`src/rtl/usr_serial_tx.sv`:
```
// rtl/usr_serial_tx.sv - parallel-in, serial-out word transmitter
//
// Purpose: accepts one WIDTH-bit word per load handshake and emits it one bit
// per accepted beat (SVALID & SREADY) toward a downstream shift register.
// Bit numbering is big-endian (D[0] is the MSB); DIR picks the leaving end.
//
// Optional feature macro: USR_TX_PARITY_EN
//   defined   : an odd-parity beat follows the data (WIDTH+1 beats per word)
//   undefined : WIDTH beats per word, SLAST on the last data bit
//
// Ports:
//   CLK         in   clock, rising edge
//   RESET_N     in   asynchronous active-low reset
//   LOAD_VALID  in   parallel word offered
//   LOAD_READY  out  word can be accepted this cycle
//   D           in   [0:WIDTH-1] parallel word
//   DIR         in   0: D[0] first, 1: D[WIDTH-1] first
//   ABORT       in   synchronous drop of the word in flight
//   SOUT        out  current serial bit (meaningful while SVALID=1)
//   SVALID      out  SOUT holds a beat
//   SREADY      in   receiver consumes the beat this cycle
//   SLAST       out  current beat is the final beat of the word
//   BUSY        out  a word is in flight

module usr_serial_tx #(
  parameter int WIDTH = 36
) (
  input  logic             CLK,
  input  logic             RESET_N,
  input  logic             LOAD_VALID,
  output logic             LOAD_READY,
  input  logic [0:WIDTH-1] D,
  input  logic             DIR,
  input  logic             ABORT,
  output logic             SOUT,
  output logic             SVALID,
  input  logic             SREADY,
  output logic             SLAST,
  output logic             BUSY
);

  localparam int CW = $clog2(WIDTH);

  localparam logic [1:0] IDLE  = 2'd0;
  localparam logic [1:0] SHIFT = 2'd1;
`ifdef USR_TX_PARITY_EN
  localparam logic [1:0] PAR   = 2'd2;
`endif

  logic [1:0]       state;
  logic [0:WIDTH-1] sr;
  logic [CW-1:0]    cnt;
  logic             dir_q;
  logic             last_data;
  logic             word_done;
  logic             load;
  logic             first_bit;

`ifdef USR_TX_PARITY_EN
  logic             par_q;
`endif

  assign last_data = (state == SHIFT) && (cnt == '0);
  assign first_bit = dir_q ? sr[WIDTH-1] : sr[0];

`ifdef USR_TX_PARITY_EN
  // The parity beat is the last beat of the word.
  assign word_done = (state == PAR) && SREADY;
  assign SLAST     = (state == PAR);
  assign SOUT      = (state == PAR) ? par_q : ((state == SHIFT) ? first_bit : 1'b0);
`else
  assign word_done = last_data && SREADY;
  assign SLAST     = last_data;
  assign SOUT      = (state == SHIFT) ? first_bit : 1'b0;
`endif

  // Ready is combinational on SREADY during the final beat so a held
  // LOAD_VALID chains words with no idle gap.
  assign LOAD_READY = RESET_N && !ABORT && ((state == IDLE) || word_done);
  assign load       = LOAD_VALID && LOAD_READY;
  assign SVALID     = (state != IDLE);
  assign BUSY       = (state != IDLE);

  always_ff @(posedge CLK or negedge RESET_N) begin
    if (!RESET_N) begin
      state <= IDLE;
      sr    <= '0;
      cnt   <= '0;
      dir_q <= 1'b0;
`ifdef USR_TX_PARITY_EN
      par_q <= 1'b0;
`endif
    end else if (ABORT) begin
      state <= IDLE;
      sr    <= '0;
      cnt   <= '0;
    end else if (load) begin
      state <= SHIFT;
      sr    <= D;
      dir_q <= DIR;
      cnt   <= CW'(WIDTH - 1);
`ifdef USR_TX_PARITY_EN
      // Odd parity: XOR over data plus parity bit equals 1.
      par_q <= ~^D;
`endif
    end else begin
      case (state)
        SHIFT: begin
          if (SREADY) begin
            if (cnt == '0) begin
`ifdef USR_TX_PARITY_EN
              state <= PAR;
`else
              state <= IDLE;
`endif
            end else begin
              cnt <= cnt - CW'(1);
              // Move the next bit onto the leaving end.
              if (dir_q) sr <= {1'b0, sr[0:WIDTH-2]};
              else       sr <= {sr[1:WIDTH-1], 1'b0};
            end
          end
        end
`ifdef USR_TX_PARITY_EN
        PAR: begin
          if (SREADY) state <= IDLE;
        end
`endif
        default: state <= IDLE;
      endcase
    end
  end

endmodule
```
`config.mk`:
```
export PLATFORM = sky130hd
export DESIGN_NAME = usr_serial_tx
export DESIGN_NICKNAME = d
export VERILOG_FILES = /design/src/rtl/usr_serial_tx.sv
export SDC_FILE = /design/constraint.sdc
export NUM_CORES = 1
export LEC_CHECK = 0
export ABC_AREA = 1
export BUFFER_PORTS_ARGS = -buffer_cell sky130_fd_sc_hd__buf_4
export CORE_MARGIN = 3
export CORE_UTILIZATION = 30
export DETAILED_ROUTE_END_ITERATION = 8
export PLACE_DENSITY_LB_ADDON = 0.2
export SYNTH_ARGS = -nofsm -noshare
export SYNTH_HDL_FRONTEND = slang
export SYNTH_SLANG_ARGS = --single-unit
```
`constraint.sdc`:
```
create_clock -name CLK -period 2.1 [get_ports CLK]
set_clock_uncertainty 0.05 [all_clocks]
set_input_delay 0 -clock CLK [delete_from_list [all_inputs] [get_ports CLK]]
set_output_delay 0 -clock CLK [all_outputs]
set_load 0.02 [all_outputs]
```
After elaboration in Yosys (flattened, before gate mapping):

Cells that the tools add are included.

* memories: 0
* memory bits (read-only): 0
* input port bits: 42
* bits in registers: 45
* latch bits: 0
* RAM bits: 0
* word-level logic and storage cells: 43

* shift operators: 0
* add/sub/neg operators: 1
* bitwise gates (word level): 1
* equality and inequality tests: 4
* order comparisons: 0
* reduce and logical (&&, ||, !) cells: 15
* multiplexer cells: 18
* div/mod/pow operators: 0
* multipliers: 0

Operators by type and width (count)
* $mux W36: 6
* $mux W6: 5
* $mux W2: 5
* $logic_not A6 Y1: 1
* $reduce_bool A3 Y1: 2
* $sub A6 B1 Y6 const B: 1
* $logic_and A1 B1 Y1: 5
* $ne A4 B3 Y1 const B: 1
* $ne A4 B4 Y1 const B: 1
* $reduce_and A2 Y1: 2
* $ne A3 B3 Y1 const B: 1
* $reduce_and A3 Y1: 1
* $eq A2 B1 Y1 const B: 1
* $logic_not A2 Y1: 1
* $mux W1: 2
* $reduce_bool A2 Y1: 1
* $logic_not A1 Y1: 1
* $logic_or A1 B1 Y1: 1
* $not A1 Y1: 1

Logic depth before layout (Yosys ltp):

Gate-level depths: netlist of the first run.

* word-level depth: 8
* mapped depth: 10
* gate-level depth less buffers: 10

Worst setup path after synthesis of the first run:

OpenSTA, ideal clock, no wires.

* kind: flip-flop to flip-flop
* from: reg cnt[0]
* to: reg sr[13] (netlist name)
* setup time: 117 ps
* period minus slack after synthesis: 1576 ps
* data arrival time: 1409 ps
* cell stages (with the launch flop): 11
* path buffers: 1
* slack: 524 ps
* path through: dfrtp_1 -> inv_1 -> ha_1 -> nand4_1 -> nand2_1 -> nand3_4 -> nand3_4 -> inv_2 -> buf_6 -> nand2_1 -> nand2_1

* longest elaborated chain between the ends: 8
* elaborated cells between the ends (all ways): 12
* classes of those cells: eq/ne: 1; mux: 2; reduce/logical: 9

RTL lines
* from (decl): line 52 `logic [CW-1:0] cnt;`
* from (signal assigned): line 101 `cnt <= CW'(WIDTH - 1);`
* from (signal assigned): line 117 `cnt <= cnt - CW'(1);`
* $logic_not A6 Y1 (*): line 63, 110
* $logic_and A1 B1 Y1: line 63 `assign last_data = (state == SHIFT) && (cnt == '0);`
* $logic_and A1 B1 Y1: line 72 `assign word_done = last_data && SREADY;`
* $logic_or A1 B1 Y1: line 79 `assign LOAD_READY = RESET_N && !ABORT && ((state == IDLE) || word_done);`
* $logic_and A1 B1 Y1: line 79
* $logic_and A1 B1 Y1: line 80 `assign load = LOAD_VALID && LOAD_READY;`
* $ne A3 B3 Y1 (no source line), or another cell as far along
* $reduce_and A3 Y1 (no source line) or $mux W36 (tied branches)
* to (signal assigned): line 119 `if (dir_q) sr <= {1'b0, sr[0:WIDTH-2]};`
* to (signal assigned): line 120 `else sr <= {sr[1:WIDTH-1], 1'b0};`
* to (decl): line 51 `logic [0:WIDTH-1] sr;`

Mark *: on every way between the ends. The rest lies on a longest branch, timed or not.
A chain may end at the register's enable or synchronous reset.

Worst setup path after layout of the first run:

* from: reg cnt[0]
* to: out LOAD_READY

* longest elaborated chain between the ends: 5

RTL lines
* $logic_not A6 Y1: line 63
* $logic_and A1 B1 Y1: line 63
* $logic_and A1 B1 Y1: line 72
* $logic_or A1 B1 Y1: line 79
* $logic_and A1 B1 Y1: line 79
* to (decl): line 31 `output logic LOAD_READY,`

Every way passes these cells.

==> run metrics, run 1 <==
Pre-Repair DR Iteration Count 4; most common cell in the synthesized netlist nand2_1; largest net degree at the start of global routing about 60; Buffers & Inverters on Critical Path 3; TritonCTS buffer count 5; critical path's top delay family buffers and inverters; synth cell count leaders 188 x nand2_1, 44 x dfrtp_1, 38 x nand4_1; post-synthesis net count 464; CP endpoint kind output pin; Mapped Cells 420; chip height 104 um; Post-Synth Adder-Cell Area 0.00861; register clock-pin slew on the reported worst setup and hold paths 90 ps; DRC viols 0; kind of critical path flip-flop to output pin; cts-stage hold buffer count 13; post-synth top area share 0.379; Yosys top cell by area dfrtp_1; max_slew headroom 0.601; fin crit share 0.860; post-synthesis mux area share 0.0461; Die Wd 104 um; DR vias/cell 4.60; Max stage delay on crit path 400 ps; top cells by area, synth dfrtp_1 38%, nand2_1 24%, nand4_1 8.2%; H-tree levels 2; vias in the first global route 2,741; Crit. Startpoint cnt[0]; peak supply drop 282 uV; Clock Tree Buf Depth 2; CTS Sinks 44; minimum clock period after layout ~1800 ps; number of DRC markers in iteration 0 118; gpl congestion 0.750; Power Dens Cells 598 mW/mm2; row cnt 35; CP cell instances inv_1 -> ha_1 -> nand4_1 -> nand2_1 -> buf_4 -> nand2_1 -> nor2_1 -> buf_4; Ant. Diodes 0; clk_lat worst skew 300 ps; post-synth cell types 26; Max-Cap Viols 0; Min Hold Slack 0.399 ps; ANT nets after route 0; WP data arrival between 1500 and 2000 ps; Final Instance Count excl. Fillers 597; setup TNS 0 ps; Root Driver clkbuf_8; nets@finish 511; post-synthesis compound-gate area fraction 0.0555; ys flop type dfrtp_1; CTS tree yes; number of flops mapped to enable cells by yosys 0; via count roughly 2.7k; PortBufs 46; Synthesis Warnings 0; antenna violations before repair 0; CORE AREA 0.00933 mm2; initial core utilization 0.312; RSZ-0062 raised after global routing false; total power draw between 2 and 2.5 mW; Post-Synthesis Cell Area 0.00291 mm2; Final Hold Viols 0; xor/xnor cell area share of the yosys netlist 0.0121; Die Footprint 0.0109 mm2; area grow syn2layout 22.8%; I/O Pins 47; placed cells 576; GRT Overall Usage 0.141; postcts setup bufs 0; Setup Viol. Count Final 0; Yosys reg bits 44; CP max stage cell dfrtp_1; WP data required 2050 ps; Synth Area in Simple Gates 0.404; Mean Syn Cell Area 6.92 um2; Place WS 378 ps; routed wire length per instance ~13 um; Pleak 1.88 nW; outcome finished clean; grt total ovfl 0; hold path start D[5]; final wirelength 7.59 mm; worst-path fanout max 11; Hold WC Path Type input pin to flip-flop; slew at the pin closest to its max-slew limit 598 ps; asr flop ratio synth 1.00; main combinational cell family by area after synthesis simple AND/OR/NAND/NOR gates; CP Launch Type flip-flop; ratio of cells with drive above 1 in the final layout 0.175; fmax roughly 0.55 GHz; sequential element share of the synthesized area 0.379; post-CTS sizing 0; Final WS setup roughly 290 ps; worst reg2reg startpoint cnt[0]; fin area 0.00357 mm2; DP HPWL a little under 5 mm; Slew Viols, Final 0; fin util 0.383; placed cell area 0.00335 mm2; first-pass GRT wire length ~13 mm
==> final timing paths <==
kind                              end  slack, ps  cells after the start
max                        LOAD_READY        290                      8
min                             sr[5]        0.4                      5
max reg2reg                    sr[27]        350                      9
min reg2reg                    sr[28]        430                      2
max in group asynchronous      sr[14]       1290                      3
min in group asynchronous      sr[31]        310                      3
==> report_power, final <==
part	internal, mW	total [mW]	switching, mW	leakage [nW]
registers	0.904	0.951	0.0469	0.602
logic	0.262	0.612	0.350	1.23
clock network	0.269	0.572	0.302	0.0455
total	1.44	2.13	0.699	1.88
==> cells by family (layout without fill, tap and decap cells) <==
group	count (synthesis)	count (layout)
multiplexers	12	12
AO/OA/AOI/OAI	31	31
adder cells (fa/ha/maj)	2	2
AND/OR/NAND/NOR	270	270
buffers and inverters	57	105
flip-flops	44	44
XOR/XNOR	4	4
==> registers in the layout, summed over array words and instances, names as in the netlist <==
name   flops
state      1
dir_q      1
sr        36
cnt        6
==> worst min-delay path, stage by stage <==
cell     delay [ps]
buf_4            80
nand4_1          80
nand2_1          70
nand2_1          40
nand2_1          40
==> cell type report <==
type	instances	area (um2)
Fill cell	1005	5760
Timing Repair Buffer	71	591
Inverter	26	97.6
Tap cell	129	161
Clock buffer	8	90.1
Multi-Input combinational cell	319	1530
Sequential cell	44	1100
==> per-layer routing <==
| layer | share of wire | routed length [um] | vias to the layer above | global-route usage |
|---|---|---|---|---|
| li1 | - | - | 1443 | - |
| met5 | 0 | 0 | - | 0 |
| met3 | 0.034 | 258 | 2 | 0.0217 |
| met1 | 0.48 | 3610 | 1257 | 0.188 |
| met2 | 0.48 | 3670 | 43 | 0.242 |
| met4 | 0.0054 | 41 | 0 | 0.0285 |
==> cell usage in the layout (no fill, tap or decap), drive strengths merged <==
master       instances
mux2                11
ha                   2
inv                 25
clkinv               1
xnor2                1
mux2i                1
o21ai               18
nand4               38
dfrtp               44
nor3                 2
xor2                 3
a21oi               12
dlygate4sd3         13
o31ai                1
buf                 58
clkbuf               8
nor2                21
nand2              189
nand3               20
Note: power is estimated with default switching activity, not from simulation.
==> run 2: changes to the inputs <==
--- a/config.mk
+++ b/config.mk
@@ -9,2 +9,3 @@
 export BUFFER_PORTS_ARGS = -buffer_cell sky130_fd_sc_hd__buf_4
+export CORE_ASPECT_RATIO = 0.9
 export CORE_MARGIN = 3
--- a/constraint.sdc
+++ b/constraint.sdc
@@ -4,2 +4,2 @@
 set_output_delay 0 -clock CLK [all_outputs]
-set_load 0.02 [all_outputs]
+set_load 0.1 [all_outputs]
==> run metrics, run 2 (synthesized netlist as in run 1, its figures left out) <==
slew at the pin closest to its max-slew limit 621 ps; Clock Tree Buf Depth 2; critical path's top delay family buffers and inverters; kind of critical path flip-flop to output pin; GRT Overall Usage 0.146; number of DRC markers in iteration 0 approximately 120; area grow syn2layout 21.6%; WP data required 2050 ps; worst-path fanout max 12; minimum clock period after layout 1930 ps; routed wire length per instance 12.8 um; most frequent cells in the layout 188 x nand2_1, 58 x buf_4, 43 x dfrtp_1; max reg flops 36; WP data arrival roughly 1900 ps; Buffers & Inverters on Critical Path 3; Root Driver clkbuf_8; Max-Cap Viols 0; PortBufs between 40 and 50; DP HPWL 5.17 mm; row cnt 33; RSZ-0062 raised after global routing false; Setup Viol. Count Final 0; Die Footprint 0.0109 mm2; grt total ovfl 0; Pleak about 1.9 nW; register clock-pin slew on the reported worst setup and hold paths roughly 80 ps; largest net degree at the start of global routing 46; fin crit share 0.918; first-pass GRT wire length 12.8 mm; placed cells 570; Power Dens Cells 614 mW/mm2; CORE AREA 0.00929 mm2; Pre-Repair DR Iteration Count 4; postcts setup bufs 0; Die Wd 110 um; Ant. Diodes 0; Final Instance Count excl. Fillers about 590; antenna violations before repair 0; Top reg by flops sr; DR vias/cell 4.67; ratio of cells with drive above 1 in the final layout 0.187; DRC viols 0; gpl congestion slightly below 0.8; H-tree levels 2; final wirelength 7.50 mm; I/O Pins 47; CP max stage cell dfrtp_1; Max stage delay on crit path 400 ps; CP Launch Type flip-flop; CP cell instances inv_1 -> ha_1 -> nand4_1 -> nand2_1 -> buf_4 -> nand2_1 -> nor2_2 -> buf_6; nets@finish 509; Slew Viols, Final 0; outcome finished clean; CP endpoint kind output pin; clk_lat worst skew 290 ps; max_slew headroom 0.586; CTS tree yes; largest registers sr x36, cnt x6; fin area 0.00353 mm2; fmax a little over 0.5 GHz; Final Hold Viols 0; via count 2,748; critical path's most frequent cell nand2_1; TritonCTS buffer count 5; initial core utilization 0.313; Hold WC Path Type input pin to flip-flop; most common cell after layout, fill and taps aside nand2_1; placed cell area between 0.003 and 0.004 mm2; peak supply drop 271 uV; vias in the first global route approximately 2.7k; chip height 99.4 um; CTS Sinks 44; ANT nets after route 0
-- run 2: changes by cell type in the layout (fill, tap and decap cells not counted), moves of 2 or more --
cell | previous run | this run
buf_4 | 56 | 58
buf_12 | 2 | 0
nor2_2 | 1 | 3
dlygate4sd3_1 | 13 | 10
nor2_1 | 19 | 17
-- run 2: final timing paths --
kind | startpoint | end | slack (ps) | depth (start not counted)
worst max-delay path | cnt[0] | LOAD_READY | 170 | 8
worst min-delay path | D[29] | sr[29] | 4 | 5
worst max register to register | cnt[0] | sr[21] | 350 | 9
worst min register to register | sr[28] | sr[28] | 430 | 2
max in group asynchronous | RESET_N | dir_q | 1270 | 3
min in group asynchronous | RESET_N | sr[30] | 300 | 3
-- run 2: area by class of cell --
class	count	area, um2
fillers	1011	5760
multi-input cells	319	1550
well taps	122	153
flip-flops and latches	44	1100
clock buffers	8	90.1
repair buffers	69	547
inverters	26	97.6
-- run 2: where the power goes --
| group | internal [mW] | switching (mW) | leakage, nW |
|---|---|---|---|
| logic | 0.253 | 0.363 | 1.22 |
| registers | 0.904 | 0.0823 | 0.600 |
| clock network | 0.269 | 0.297 | 0.0455 |
-- run 2: worst register-to-register path: stages (launching register included) --
cell     delay [ps]
dfrtp_1         400
inv_1           120
ha_1            180
nand4_1          90
nand2_1         150
buf_4           310
nand4_1         170
nand2_1         110
nand2_1          50
nand2_1          60
-- run 2: metal layers --
metal  vias up  global-route usage  share of wire
met1      1258               0.202           0.48
met4         0              0.0288         0.0099
met5         -                   0              0
met2        44               0.241           0.47
li1       1439                   -              -
met3         7              0.0234          0.032
-- run 2: timing repair --
item / in CTS / in global routing
endpoints found under the hold margin: 53 / 0
gates resized for setup: 0 / 1
endpoints found under the setup margin: 0 / 1
hold buffers: 10 / 0
-- run 2: per-stage QoR --
step	utilization	power [mW]	hold slack, ps	setup slack, ps	TNS, ps
final	0.380	2.17	3.91	171	0
after global routing	0.380	2.32	25.0	10.2	0
after CTS	0.380	2.20	0.826	100	0
after detailed placement	0.360	1.61	115	353	0
after global placement	0.360	1.60	114	415	0
after floorplan	-	1.43	-346	-183	-183
